<file path="src/rtl/id_ex_operand_stage_if.sv">
// ID->EX operand stage bus: ID instruction fields, forwarding sources, pipeline control and EX-side results.
// Signal suffixes are named from the stage's point of view (slave modport).
interface id_ex_operand_stage_if #(
    parameter int DATA_W = 32,
    parameter int REG_AW = 5,
    parameter int SA_W   = 5,
    parameter int CNT_W  = 16
);
    logic              id_valid_i;
    logic              id_ready_o;
    logic [REG_AW-1:0] id_rs_addr_i;
    logic [REG_AW-1:0] id_rt_addr_i;
    logic [REG_AW-1:0] id_rd_addr_i;
    logic [DATA_W-1:0] id_rs_data_i;
    logic [DATA_W-1:0] id_rt_data_i;
    logic              id_rs_used_i;
    logic              id_rt_used_i;
    logic [SA_W-1:0]   id_sa_i;
    logic [DATA_W-1:0] id_imm_i;
    logic              id_op1_src_i;
    logic              id_op2_src_i;
    logic [1:0]        id_dst_src_i;
    logic [1:0]        id_wdata_src_i;
    logic              id_reg_wen_i;

    logic              ex_fwd_wen_i;
    logic [REG_AW-1:0] ex_fwd_addr_i;
    logic [DATA_W-1:0] ex_fwd_data_i;
    logic              ex_fwd_is_load_i;
    logic              mem_fwd_wen_i;
    logic [REG_AW-1:0] mem_fwd_addr_i;
    logic [DATA_W-1:0] mem_fwd_data_i;
    logic              wb_fwd_wen_i;
    logic [REG_AW-1:0] wb_fwd_addr_i;
    logic [DATA_W-1:0] wb_fwd_data_i;

    logic              ex_hold_i;
    logic              flush_i;

    logic              ex_valid_o;
    logic [DATA_W-1:0] ex_opnd1_o;
    logic [DATA_W-1:0] ex_opnd2_o;
    logic [DATA_W-1:0] ex_store_data_o;
    logic [REG_AW-1:0] ex_reg_dst_o;
    logic              ex_reg_wen_o;
    logic [1:0]        ex_wdata_src_o;
    logic [CNT_W-1:0]  stall_cnt_o;

    modport slave (
        input  id_valid_i, id_rs_addr_i, id_rt_addr_i, id_rd_addr_i,
        input  id_rs_data_i, id_rt_data_i, id_rs_used_i, id_rt_used_i,
        input  id_sa_i, id_imm_i, id_op1_src_i, id_op2_src_i,
        input  id_dst_src_i, id_wdata_src_i, id_reg_wen_i,
        input  ex_fwd_wen_i, ex_fwd_addr_i, ex_fwd_data_i, ex_fwd_is_load_i,
        input  mem_fwd_wen_i, mem_fwd_addr_i, mem_fwd_data_i,
        input  wb_fwd_wen_i, wb_fwd_addr_i, wb_fwd_data_i,
        input  ex_hold_i, flush_i,
        output id_ready_o,
        output ex_valid_o, ex_opnd1_o, ex_opnd2_o, ex_store_data_o,
        output ex_reg_dst_o, ex_reg_wen_o, ex_wdata_src_o, stall_cnt_o
    );

    modport master (
        output id_valid_i, id_rs_addr_i, id_rt_addr_i, id_rd_addr_i,
        output id_rs_data_i, id_rt_data_i, id_rs_used_i, id_rt_used_i,
        output id_sa_i, id_imm_i, id_op1_src_i, id_op2_src_i,
        output id_dst_src_i, id_wdata_src_i, id_reg_wen_i,
        output ex_fwd_wen_i, ex_fwd_addr_i, ex_fwd_data_i, ex_fwd_is_load_i,
        output mem_fwd_wen_i, mem_fwd_addr_i, mem_fwd_data_i,
        output wb_fwd_wen_i, wb_fwd_addr_i, wb_fwd_data_i,
        output ex_hold_i, flush_i,
        input  id_ready_o,
        input  ex_valid_o, ex_opnd1_o, ex_opnd2_o, ex_store_data_o,
        input  ex_reg_dst_o, ex_reg_wen_o, ex_wdata_src_o, stall_cnt_o
    );
endinterface

</file>
<file path="src/rtl/id_ex_operand_stage.sv">
// Registered ID->EX operand-select stage: forwarding (EX > MEM > WB > regfile),
// load-use bubble insertion and EX-stage registers under hold/flush control.
module id_ex_operand_stage #(
    parameter int DATA_W    = 32,
    parameter int REG_AW    = 5,
    parameter int SA_W      = 5,
    parameter int SA_SIGNED = 0,
    parameter int CNT_W     = 16
) (
    input  logic                    clk,
    input  logic                    rst,
    id_ex_operand_stage_if.slave    bus
);
    localparam logic [1:0] DST_RT   = 2'b00;
    localparam logic [1:0] DST_RD   = 2'b01;
    localparam logic [1:0] DST_R31  = 2'b10;

    function automatic logic [DATA_W-1:0] fwd_pick(
        input logic [REG_AW-1:0] addr,
        input logic [DATA_W-1:0] rf_data,
        input logic              ex_wen,
        input logic [REG_AW-1:0] ex_addr,
        input logic [DATA_W-1:0] ex_data,
        input logic              mem_wen,
        input logic [REG_AW-1:0] mem_addr,
        input logic [DATA_W-1:0] mem_data,
        input logic              wb_wen,
        input logic [REG_AW-1:0] wb_addr,
        input logic [DATA_W-1:0] wb_data
    );
        logic [DATA_W-1:0] res;
        if (addr == '0)
            res = '0;
        else if (ex_wen && ex_addr == addr)
            res = ex_data;
        else if (mem_wen && mem_addr == addr)
            res = mem_data;
        else if (wb_wen && wb_addr == addr)
            res = wb_data;
        else
            res = rf_data;
        return res;
    endfunction

    logic [DATA_W-1:0] fwd_rs;
    logic [DATA_W-1:0] fwd_rt;
    logic [DATA_W-1:0] sa_ext;
    logic [DATA_W-1:0] opnd1_sel;
    logic [DATA_W-1:0] opnd2_sel;
    logic [REG_AW-1:0] dst_sel;
    logic              wen_sel;
    logic              load_hz;

    assign fwd_rs = fwd_pick(bus.id_rs_addr_i, bus.id_rs_data_i,
                             bus.ex_fwd_wen_i, bus.ex_fwd_addr_i, bus.ex_fwd_data_i,
                             bus.mem_fwd_wen_i, bus.mem_fwd_addr_i, bus.mem_fwd_data_i,
                             bus.wb_fwd_wen_i, bus.wb_fwd_addr_i, bus.wb_fwd_data_i);
    assign fwd_rt = fwd_pick(bus.id_rt_addr_i, bus.id_rt_data_i,
                             bus.ex_fwd_wen_i, bus.ex_fwd_addr_i, bus.ex_fwd_data_i,
                             bus.mem_fwd_wen_i, bus.mem_fwd_addr_i, bus.mem_fwd_data_i,
                             bus.wb_fwd_wen_i, bus.wb_fwd_addr_i, bus.wb_fwd_data_i);

    generate
        if (SA_SIGNED != 0) begin : g_sa_sext
            assign sa_ext = {{(DATA_W-SA_W){bus.id_sa_i[SA_W-1]}}, bus.id_sa_i};
        end else begin : g_sa_zext
            assign sa_ext = {{(DATA_W-SA_W){1'b0}}, bus.id_sa_i};
        end
    endgenerate

    assign opnd1_sel = bus.id_op1_src_i ? sa_ext : fwd_rs;
    assign opnd2_sel = bus.id_op2_src_i ? bus.id_imm_i : fwd_rt;

    always_comb begin
        dst_sel = '0;
        wen_sel = 1'b0;
        case (bus.id_dst_src_i)
            DST_RT:  begin dst_sel = bus.id_rt_addr_i; wen_sel = bus.id_reg_wen_i; end
            DST_RD:  begin dst_sel = bus.id_rd_addr_i; wen_sel = bus.id_reg_wen_i; end
            DST_R31: begin dst_sel = REG_AW'(31);      wen_sel = bus.id_reg_wen_i; end
            default: begin dst_sel = '0;               wen_sel = 1'b0;             end
        endcase
    end

    // A load in EX has no data yet; any ID read of its destination must wait one cycle.
    assign load_hz = bus.id_valid_i && bus.ex_fwd_wen_i && bus.ex_fwd_is_load_i &&
                     (bus.ex_fwd_addr_i != '0) &&
                     ((bus.id_rs_used_i && bus.id_rs_addr_i == bus.ex_fwd_addr_i) ||
                      (bus.id_rt_used_i && bus.id_rt_addr_i == bus.ex_fwd_addr_i));

    assign bus.id_ready_o = !rst && (bus.flush_i || (!bus.ex_hold_i && !load_hz));

    logic              valid_q,  valid_d;
    logic [DATA_W-1:0] opnd1_q,  opnd1_d;
    logic [DATA_W-1:0] opnd2_q,  opnd2_d;
    logic [DATA_W-1:0] sdata_q,  sdata_d;
    logic [REG_AW-1:0] dst_q,    dst_d;
    logic              rwen_q,   rwen_d;
    logic [1:0]        wsrc_q,   wsrc_d;
    logic [CNT_W-1:0]  stall_q,  stall_d;

    always_comb begin
        valid_d = valid_q;
        opnd1_d = opnd1_q;
        opnd2_d = opnd2_q;
        sdata_d = sdata_q;
        dst_d   = dst_q;
        rwen_d  = rwen_q;
        wsrc_d  = wsrc_q;
        stall_d = stall_q;
        if (bus.flush_i) begin
            valid_d = 1'b0;
        end else if (bus.ex_hold_i) begin
            valid_d = valid_q;
        end else if (load_hz) begin
            valid_d = 1'b0;
            if (stall_q != {CNT_W{1'b1}})
                stall_d = stall_q + CNT_W'(1);
        end else begin
            valid_d = bus.id_valid_i;
            opnd1_d = opnd1_sel;
            opnd2_d = opnd2_sel;
            sdata_d = fwd_rt;
            dst_d   = dst_sel;
            rwen_d  = wen_sel;
            wsrc_d  = bus.id_wdata_src_i;
        end
    end

    always_ff @(posedge clk) begin
        if (rst) begin
            valid_q <= 1'b0;
            opnd1_q <= '0;
            opnd2_q <= '0;
            sdata_q <= '0;
            dst_q   <= '0;
            rwen_q  <= 1'b0;
            wsrc_q  <= '0;
            stall_q <= '0;
        end else begin
            valid_q <= valid_d;
            opnd1_q <= opnd1_d;
            opnd2_q <= opnd2_d;
            sdata_q <= sdata_d;
            dst_q   <= dst_d;
            rwen_q  <= rwen_d;
            wsrc_q  <= wsrc_d;
            stall_q <= stall_d;
        end
    end

    assign bus.ex_valid_o      = valid_q;
    assign bus.ex_opnd1_o      = opnd1_q;
    assign bus.ex_opnd2_o      = opnd2_q;
    assign bus.ex_store_data_o = sdata_q;
    assign bus.ex_reg_dst_o    = dst_q;
    assign bus.ex_reg_wen_o    = rwen_q;
    assign bus.ex_wdata_src_o  = wsrc_q;
    assign bus.stall_cnt_o     = stall_q;
endmodule

</file>
<file path="src/flat_wrapper.sv">
// flat-port wrapper written by rule: the top's interface ports become plain ports
module id_ex_operand_stage_flat 
#(
    parameter int DATA_W    = 32,
    parameter int REG_AW    = 5,
    parameter int SA_W      = 5,
    parameter int SA_SIGNED = 0,
    parameter int CNT_W     = 16
)
  (clk, rst, bus_id_valid_i, bus_id_rs_addr_i, bus_id_rt_addr_i, bus_id_rd_addr_i, bus_id_rs_data_i, bus_id_rt_data_i, bus_id_rs_used_i, bus_id_rt_used_i, bus_id_sa_i, bus_id_imm_i, bus_id_op1_src_i, bus_id_op2_src_i, bus_id_dst_src_i, bus_id_wdata_src_i, bus_id_reg_wen_i, bus_ex_fwd_wen_i, bus_ex_fwd_addr_i, bus_ex_fwd_data_i, bus_ex_fwd_is_load_i, bus_mem_fwd_wen_i, bus_mem_fwd_addr_i, bus_mem_fwd_data_i, bus_wb_fwd_wen_i, bus_wb_fwd_addr_i, bus_wb_fwd_data_i, bus_ex_hold_i, bus_flush_i, bus_id_ready_o, bus_ex_valid_o, bus_ex_opnd1_o, bus_ex_opnd2_o, bus_ex_store_data_o, bus_ex_reg_dst_o, bus_ex_reg_wen_o, bus_ex_wdata_src_o, bus_stall_cnt_o);
  id_ex_operand_stage_if #(.DATA_W(DATA_W), .REG_AW(REG_AW), .SA_W(SA_W), .CNT_W(CNT_W)) bus_i ();
  input  logic clk;
  input  logic rst;
  input wire logic [$bits(bus_i.id_valid_i)-1:0] bus_id_valid_i;
  input wire logic [$bits(bus_i.id_rs_addr_i)-1:0] bus_id_rs_addr_i;
  input wire logic [$bits(bus_i.id_rt_addr_i)-1:0] bus_id_rt_addr_i;
  input wire logic [$bits(bus_i.id_rd_addr_i)-1:0] bus_id_rd_addr_i;
  input wire logic [$bits(bus_i.id_rs_data_i)-1:0] bus_id_rs_data_i;
  input wire logic [$bits(bus_i.id_rt_data_i)-1:0] bus_id_rt_data_i;
  input wire logic [$bits(bus_i.id_rs_used_i)-1:0] bus_id_rs_used_i;
  input wire logic [$bits(bus_i.id_rt_used_i)-1:0] bus_id_rt_used_i;
  input wire logic [$bits(bus_i.id_sa_i)-1:0] bus_id_sa_i;
  input wire logic [$bits(bus_i.id_imm_i)-1:0] bus_id_imm_i;
  input wire logic [$bits(bus_i.id_op1_src_i)-1:0] bus_id_op1_src_i;
  input wire logic [$bits(bus_i.id_op2_src_i)-1:0] bus_id_op2_src_i;
  input wire logic [$bits(bus_i.id_dst_src_i)-1:0] bus_id_dst_src_i;
  input wire logic [$bits(bus_i.id_wdata_src_i)-1:0] bus_id_wdata_src_i;
  input wire logic [$bits(bus_i.id_reg_wen_i)-1:0] bus_id_reg_wen_i;
  input wire logic [$bits(bus_i.ex_fwd_wen_i)-1:0] bus_ex_fwd_wen_i;
  input wire logic [$bits(bus_i.ex_fwd_addr_i)-1:0] bus_ex_fwd_addr_i;
  input wire logic [$bits(bus_i.ex_fwd_data_i)-1:0] bus_ex_fwd_data_i;
  input wire logic [$bits(bus_i.ex_fwd_is_load_i)-1:0] bus_ex_fwd_is_load_i;
  input wire logic [$bits(bus_i.mem_fwd_wen_i)-1:0] bus_mem_fwd_wen_i;
  input wire logic [$bits(bus_i.mem_fwd_addr_i)-1:0] bus_mem_fwd_addr_i;
  input wire logic [$bits(bus_i.mem_fwd_data_i)-1:0] bus_mem_fwd_data_i;
  input wire logic [$bits(bus_i.wb_fwd_wen_i)-1:0] bus_wb_fwd_wen_i;
  input wire logic [$bits(bus_i.wb_fwd_addr_i)-1:0] bus_wb_fwd_addr_i;
  input wire logic [$bits(bus_i.wb_fwd_data_i)-1:0] bus_wb_fwd_data_i;
  input wire logic [$bits(bus_i.ex_hold_i)-1:0] bus_ex_hold_i;
  input wire logic [$bits(bus_i.flush_i)-1:0] bus_flush_i;
  output wire logic [$bits(bus_i.id_ready_o)-1:0] bus_id_ready_o;
  output wire logic [$bits(bus_i.ex_valid_o)-1:0] bus_ex_valid_o;
  output wire logic [$bits(bus_i.ex_opnd1_o)-1:0] bus_ex_opnd1_o;
  output wire logic [$bits(bus_i.ex_opnd2_o)-1:0] bus_ex_opnd2_o;
  output wire logic [$bits(bus_i.ex_store_data_o)-1:0] bus_ex_store_data_o;
  output wire logic [$bits(bus_i.ex_reg_dst_o)-1:0] bus_ex_reg_dst_o;
  output wire logic [$bits(bus_i.ex_reg_wen_o)-1:0] bus_ex_reg_wen_o;
  output wire logic [$bits(bus_i.ex_wdata_src_o)-1:0] bus_ex_wdata_src_o;
  output wire logic [$bits(bus_i.stall_cnt_o)-1:0] bus_stall_cnt_o;
  assign bus_i.id_valid_i = bus_id_valid_i;
  assign bus_i.id_rs_addr_i = bus_id_rs_addr_i;
  assign bus_i.id_rt_addr_i = bus_id_rt_addr_i;
  assign bus_i.id_rd_addr_i = bus_id_rd_addr_i;
  assign bus_i.id_rs_data_i = bus_id_rs_data_i;
  assign bus_i.id_rt_data_i = bus_id_rt_data_i;
  assign bus_i.id_rs_used_i = bus_id_rs_used_i;
  assign bus_i.id_rt_used_i = bus_id_rt_used_i;
  assign bus_i.id_sa_i = bus_id_sa_i;
  assign bus_i.id_imm_i = bus_id_imm_i;
  assign bus_i.id_op1_src_i = bus_id_op1_src_i;
  assign bus_i.id_op2_src_i = bus_id_op2_src_i;
  assign bus_i.id_dst_src_i = bus_id_dst_src_i;
  assign bus_i.id_wdata_src_i = bus_id_wdata_src_i;
  assign bus_i.id_reg_wen_i = bus_id_reg_wen_i;
  assign bus_i.ex_fwd_wen_i = bus_ex_fwd_wen_i;
  assign bus_i.ex_fwd_addr_i = bus_ex_fwd_addr_i;
  assign bus_i.ex_fwd_data_i = bus_ex_fwd_data_i;
  assign bus_i.ex_fwd_is_load_i = bus_ex_fwd_is_load_i;
  assign bus_i.mem_fwd_wen_i = bus_mem_fwd_wen_i;
  assign bus_i.mem_fwd_addr_i = bus_mem_fwd_addr_i;
  assign bus_i.mem_fwd_data_i = bus_mem_fwd_data_i;
  assign bus_i.wb_fwd_wen_i = bus_wb_fwd_wen_i;
  assign bus_i.wb_fwd_addr_i = bus_wb_fwd_addr_i;
  assign bus_i.wb_fwd_data_i = bus_wb_fwd_data_i;
  assign bus_i.ex_hold_i = bus_ex_hold_i;
  assign bus_i.flush_i = bus_flush_i;
  assign bus_id_ready_o = bus_i.id_ready_o;
  assign bus_ex_valid_o = bus_i.ex_valid_o;
  assign bus_ex_opnd1_o = bus_i.ex_opnd1_o;
  assign bus_ex_opnd2_o = bus_i.ex_opnd2_o;
  assign bus_ex_store_data_o = bus_i.ex_store_data_o;
  assign bus_ex_reg_dst_o = bus_i.ex_reg_dst_o;
  assign bus_ex_reg_wen_o = bus_i.ex_reg_wen_o;
  assign bus_ex_wdata_src_o = bus_i.ex_wdata_src_o;
  assign bus_stall_cnt_o = bus_i.stall_cnt_o;
  id_ex_operand_stage #(.DATA_W(DATA_W), .REG_AW(REG_AW), .SA_W(SA_W), .SA_SIGNED(SA_SIGNED), .CNT_W(CNT_W)) u_core (.clk(clk), .rst(rst), .bus(bus_i));
endmodule
</file>
<file path="config.mk">
export PLATFORM = sky130hd
export DESIGN_NAME = id_ex_operand_stage_flat
export DESIGN_NICKNAME = d
export VERILOG_FILES = /design/src/rtl/id_ex_operand_stage_if.sv /design/src/rtl/id_ex_operand_stage.sv /design/src/flat_wrapper.sv
export SDC_FILE = /design/constraint.sdc
export NUM_CORES = 1
export LEC_CHECK = 0
export CAP_MARGIN = 20
export CORE_ASPECT_RATIO = 1.4
export CORE_UTILIZATION = 35
export DETAILED_ROUTE_END_ITERATION = 10
export GPL_ROUTABILITY_DRIVEN = 0
export HOLD_SLACK_MARGIN = 0.02
export PLACE_DENSITY = 0.72
export SYNTH_ARGS = -nofsm -noshare
export SYNTH_HDL_FRONTEND = slang
export SYNTH_SLANG_ARGS = --single-unit
export TNS_END_PERCENT = 5
</file>
<file path="constraint.sdc">
create_clock -name clk -period 7.2 [get_ports clk]
set_clock_uncertainty 0.1 [all_clocks]
set_input_delay 2.16 -clock clk [delete_from_list [all_inputs] [get_ports clk]]
set_output_delay 2.16 -clock clk [all_outputs]
set_load 0.03 [all_outputs]
</file>
==> run_results.csv <==
group,metric,value,unit
drt,met1_length,12.37,mm
synthesis,syn_nets,1042,
timing,timing.hold.ws,353.3,ps
timing,setup_viol,0,
critical_path,cp-start-kind,"input port",
power_and_ir_drop,internal_power,1.508,mW
place,dp.cells,1365,
die,coreArea,19840,um2
place,pre_cts_ws,411.2,ps
layout,final_cell_mix,"clkdlybuf4s50_1 (364), dfxtp_1 (121), nand2_1 (76), mux2i_1 (67), nor2_1 (64)",
clock_network,cts_sinks,121,
layout,final_common_cell,"clkdlybuf4s50_1",
place,post-dp-hpwl,22.89,mm
critical_path,cp_max_fo,4,
power_and_ir_drop,switchingPower,0.5910,mW
drt,routed_wl,31.46,mm
power_and_ir_drop,clockPowerShare,41.7,%
synthesis,syn_inst,796,
critical_path,crit_path_end_kind,"primary output",
drt,vias_per_cell,5.772,
die,die_w,122.1,um
layout,fin_area,11540,um2
clock_network,cts_buffers,17,
synthesis,synth_area_per_cell,8.878,um2
die,rows,61,
drt,wl_met3,2.133,mm
timing,setup-tns-final,0,ps
die,start_util,35.61,%
power_and_ir_drop,leakage,4.019,nW
timing,max_freq,147.0,MHz
layout,layout-drive-gt1-share,8.297,%
power_and_ir_drop,p_seq_share,34.2,%
power_and_ir_drop,ir_worst_vdd,0.0001359,V
die,die_h,170.1,um
global_route,grt_pass1_wl,46.26,mm
drt,vias,8069,
drt,maxUsedRoutingLayer,"met5",
drt,antenna_left,0,
drt,drt_iter0_drc,662,
run_status,status,"finished, final reports clean",
timing,maxSlewHeadroom,34.92,%
synthesis,synth_warnings,0,
global_route,grt_pass1_vias,7946,
clock_network,clockBufferDepth,2,
timing,fin_crit_sh,94.47,%
worst_hold_path,hold_path.class,"reg2reg",
clock_network,hold_buffers,0,
power_and_ir_drop,power_density,181.9,nW/um2
critical_path,critPathKind,"in2out",
synthesis,ys_ff_latch,121,
place,portBuffers,366,
timing,drv_slew,0,
die,dieArea,20770,um2
synthesis,yosys.area.top_type_share,34.28,%
global_route,overflow,0,
clock_network,ctsResizeCount,0,
synthesis,syn_area,7067,um2
power_and_ir_drop,netSwitchingFraction,28.16,%
layout,areaGrowthSynthToFinish,63.26,%
drt,drc,0,
clock_network,cts_max_level,4,
global_route,grtUsageTotal,29.76,%
clock_network,clockRootBuffer,"clkbuf_16",
synthesis,yosys-top-cells-area,"dfxtp_1 (34%), mux2i_1 (9.5%), a22o_1 (4.7%)",
global_route,grt_max_degree,61,
drt,wl_met2,15.49,mm
clock_network,clk_pin_slew,50,ps
clock_network,cts_setup_buffers,0,
layout,fin_nets,1378,
synthesis,seq_area_frac_synth,34.28,%
synthesis,yosys.area.top_type,"dfxtp_1",
power_and_ir_drop,combPwrFrac,24.1,%
timing,worst_pin_slew,974.0,ps
synthesis,synth.distinct_cells,53,
drt,routedWlPerCell,22.50,um
critical_path,required,4940,ps
timing,hold_viol,0,
timing,rsz0062_at_grt,"false",
timing,min_period,6802,ps
die,io_pins,367,
drt,first_pass_iters,5,
clock_network,insertion_delay,410,ps
place,placed_area,10940,um2
global_route,antenna_found_initial,2,
timing,layout_setup_ws,398.0,ps
flow_run,maxCapViolCount,0,
critical_path,cp.arrival,4540,ps
clock_network,cts_tree,"done",
layout,finalNonFillerCells,1398,
==> path summary, 6_finish.rpt <==
check	from	slack (ps)	endpoint	depth (start not counted)
worst min register to register	u_core.bus.ex_reg_wen_o	350	u_core.bus.ex_reg_wen_o	2
worst max-delay path	bus_ex_fwd_addr_i[1]	400	bus_id_ready_o	7
worst min-delay path	u_core.bus.ex_reg_wen_o	350	u_core.bus.ex_reg_wen_o	2
worst max register to register	u_core.bus.stall_cnt_o[7]	4830	u_core.bus.stall_cnt_o[7]	6
==> stage by stage <==
| step | power, mW | utilization, % |
|---|---|---|
| 2_1_floorplan | 0.9555 | - |
| 3_3_place_gp | 1.229 | 54.98 |
| 3_5_place_dp | 1.234 | 55.12 |
| 4_1_cts | 2.114 | 58.13 |
| 5_1_grt | 2.176 | 58.13 |
| 6_report | 2.099 | 58.14 |
==> power by group through the flow <==
stage / Clock [mW] / Sequential, mW / Combinational, mW
after floorplan: 0 / 0.795 / 0.161
after CTS: 0.892 / 0.719 / 0.503
after detailed placement: 0 / 0.732 / 0.501
after global routing: 0.922 / 0.722 / 0.531
final: 0.875 / 0.719 / 0.505
after global placement: 0 / 0.732 / 0.497
==> layout make-up <==
type	instances	area (um2)
diodes	1	2.502
clock buffers	20	446.7
clock inverters	12	150.1
fillers	1843	8307
inverters	5	18.77
multi-input cells	600	4350
flip-flops and latches	121	2422
well taps	252	315.3
repair buffers	387	3831
==> flip-flops by register name (all words and copies together) (netlist names) <==
register / cells
u_core.bus.ex_reg_wen_o: 1
u_core.bus.ex_reg_dst_o: 5
u_core.bus.ex_opnd2_o: 32
u_core.bus.stall_cnt_o: 16
u_core.bus.ex_store_data_o: 32
u_core.bus.ex_valid_o: 1
u_core.bus.ex_opnd1_o: 32
u_core.bus.ex_wdata_src_o: 2
==> critical path, stage by stage <==
cell and delay, ps:
clkdlybuf4s50_1 480, or4_1 600, o2111a_1 350, nand2_1 130, a21oi_1 80, nor2_1 80
clkdlybuf4s50_1 670
==> kinds of logic (layout without fill, tap and decap cells) <==
kind of cell	after synthesis	in the layout	synth area share, %
AO/OA/AOI/OAI	297	297	33.78
multiplexers	68	68	9.649
buffers and inverters	75	424	4.798
flip-flops	121	121	34.28
adder cells (fa/ha/maj)	1	1	0.1770
AND/OR/NAND/NOR	197	197	12.73
XOR/XNOR	37	37	4.586
other	0	1	0
==> per-layer routing <==
| layer | global-route usage, % | up-vias |
|---|---|---|
| met4 | 16.33 | 2 |
| met2 | 50.28 | 393 |
| met5 | 0 | - |
| met3 | 6.267 | 76 |
| met1 | 34.64 | 3809 |
| li1 | - | 3789 |
==> Yosys cell counts, drive strengths merged <==
cell type    n
a2bb2oi      1
o2111ai      2
a31oi        2
nand4        3
ha           1
o211a        2
xor2        27
mux2         1
a21oi       41
inv          4
and2         3
o2111a       1
a32o        33
o21ai        8
a21boi       1
nor4         5
a32oi        1
buf         29
a22oi       31
nor3         8
a211oi      35
and3        10
nor2        66
o211ai       3
nand2       76
dfxtp      121
a22o        38
a211o        1
nor2b        2
mux2i       67
o311a        1
nand3       12
and4         1
clkinv       1
xnor2       10
clkbuf      41
or3          3
o31ai        2
o221a       30
o22a        32
o22ai       32
or4          7
nand4b       1
No activity file was read; power rests on OpenSTA's default activity.
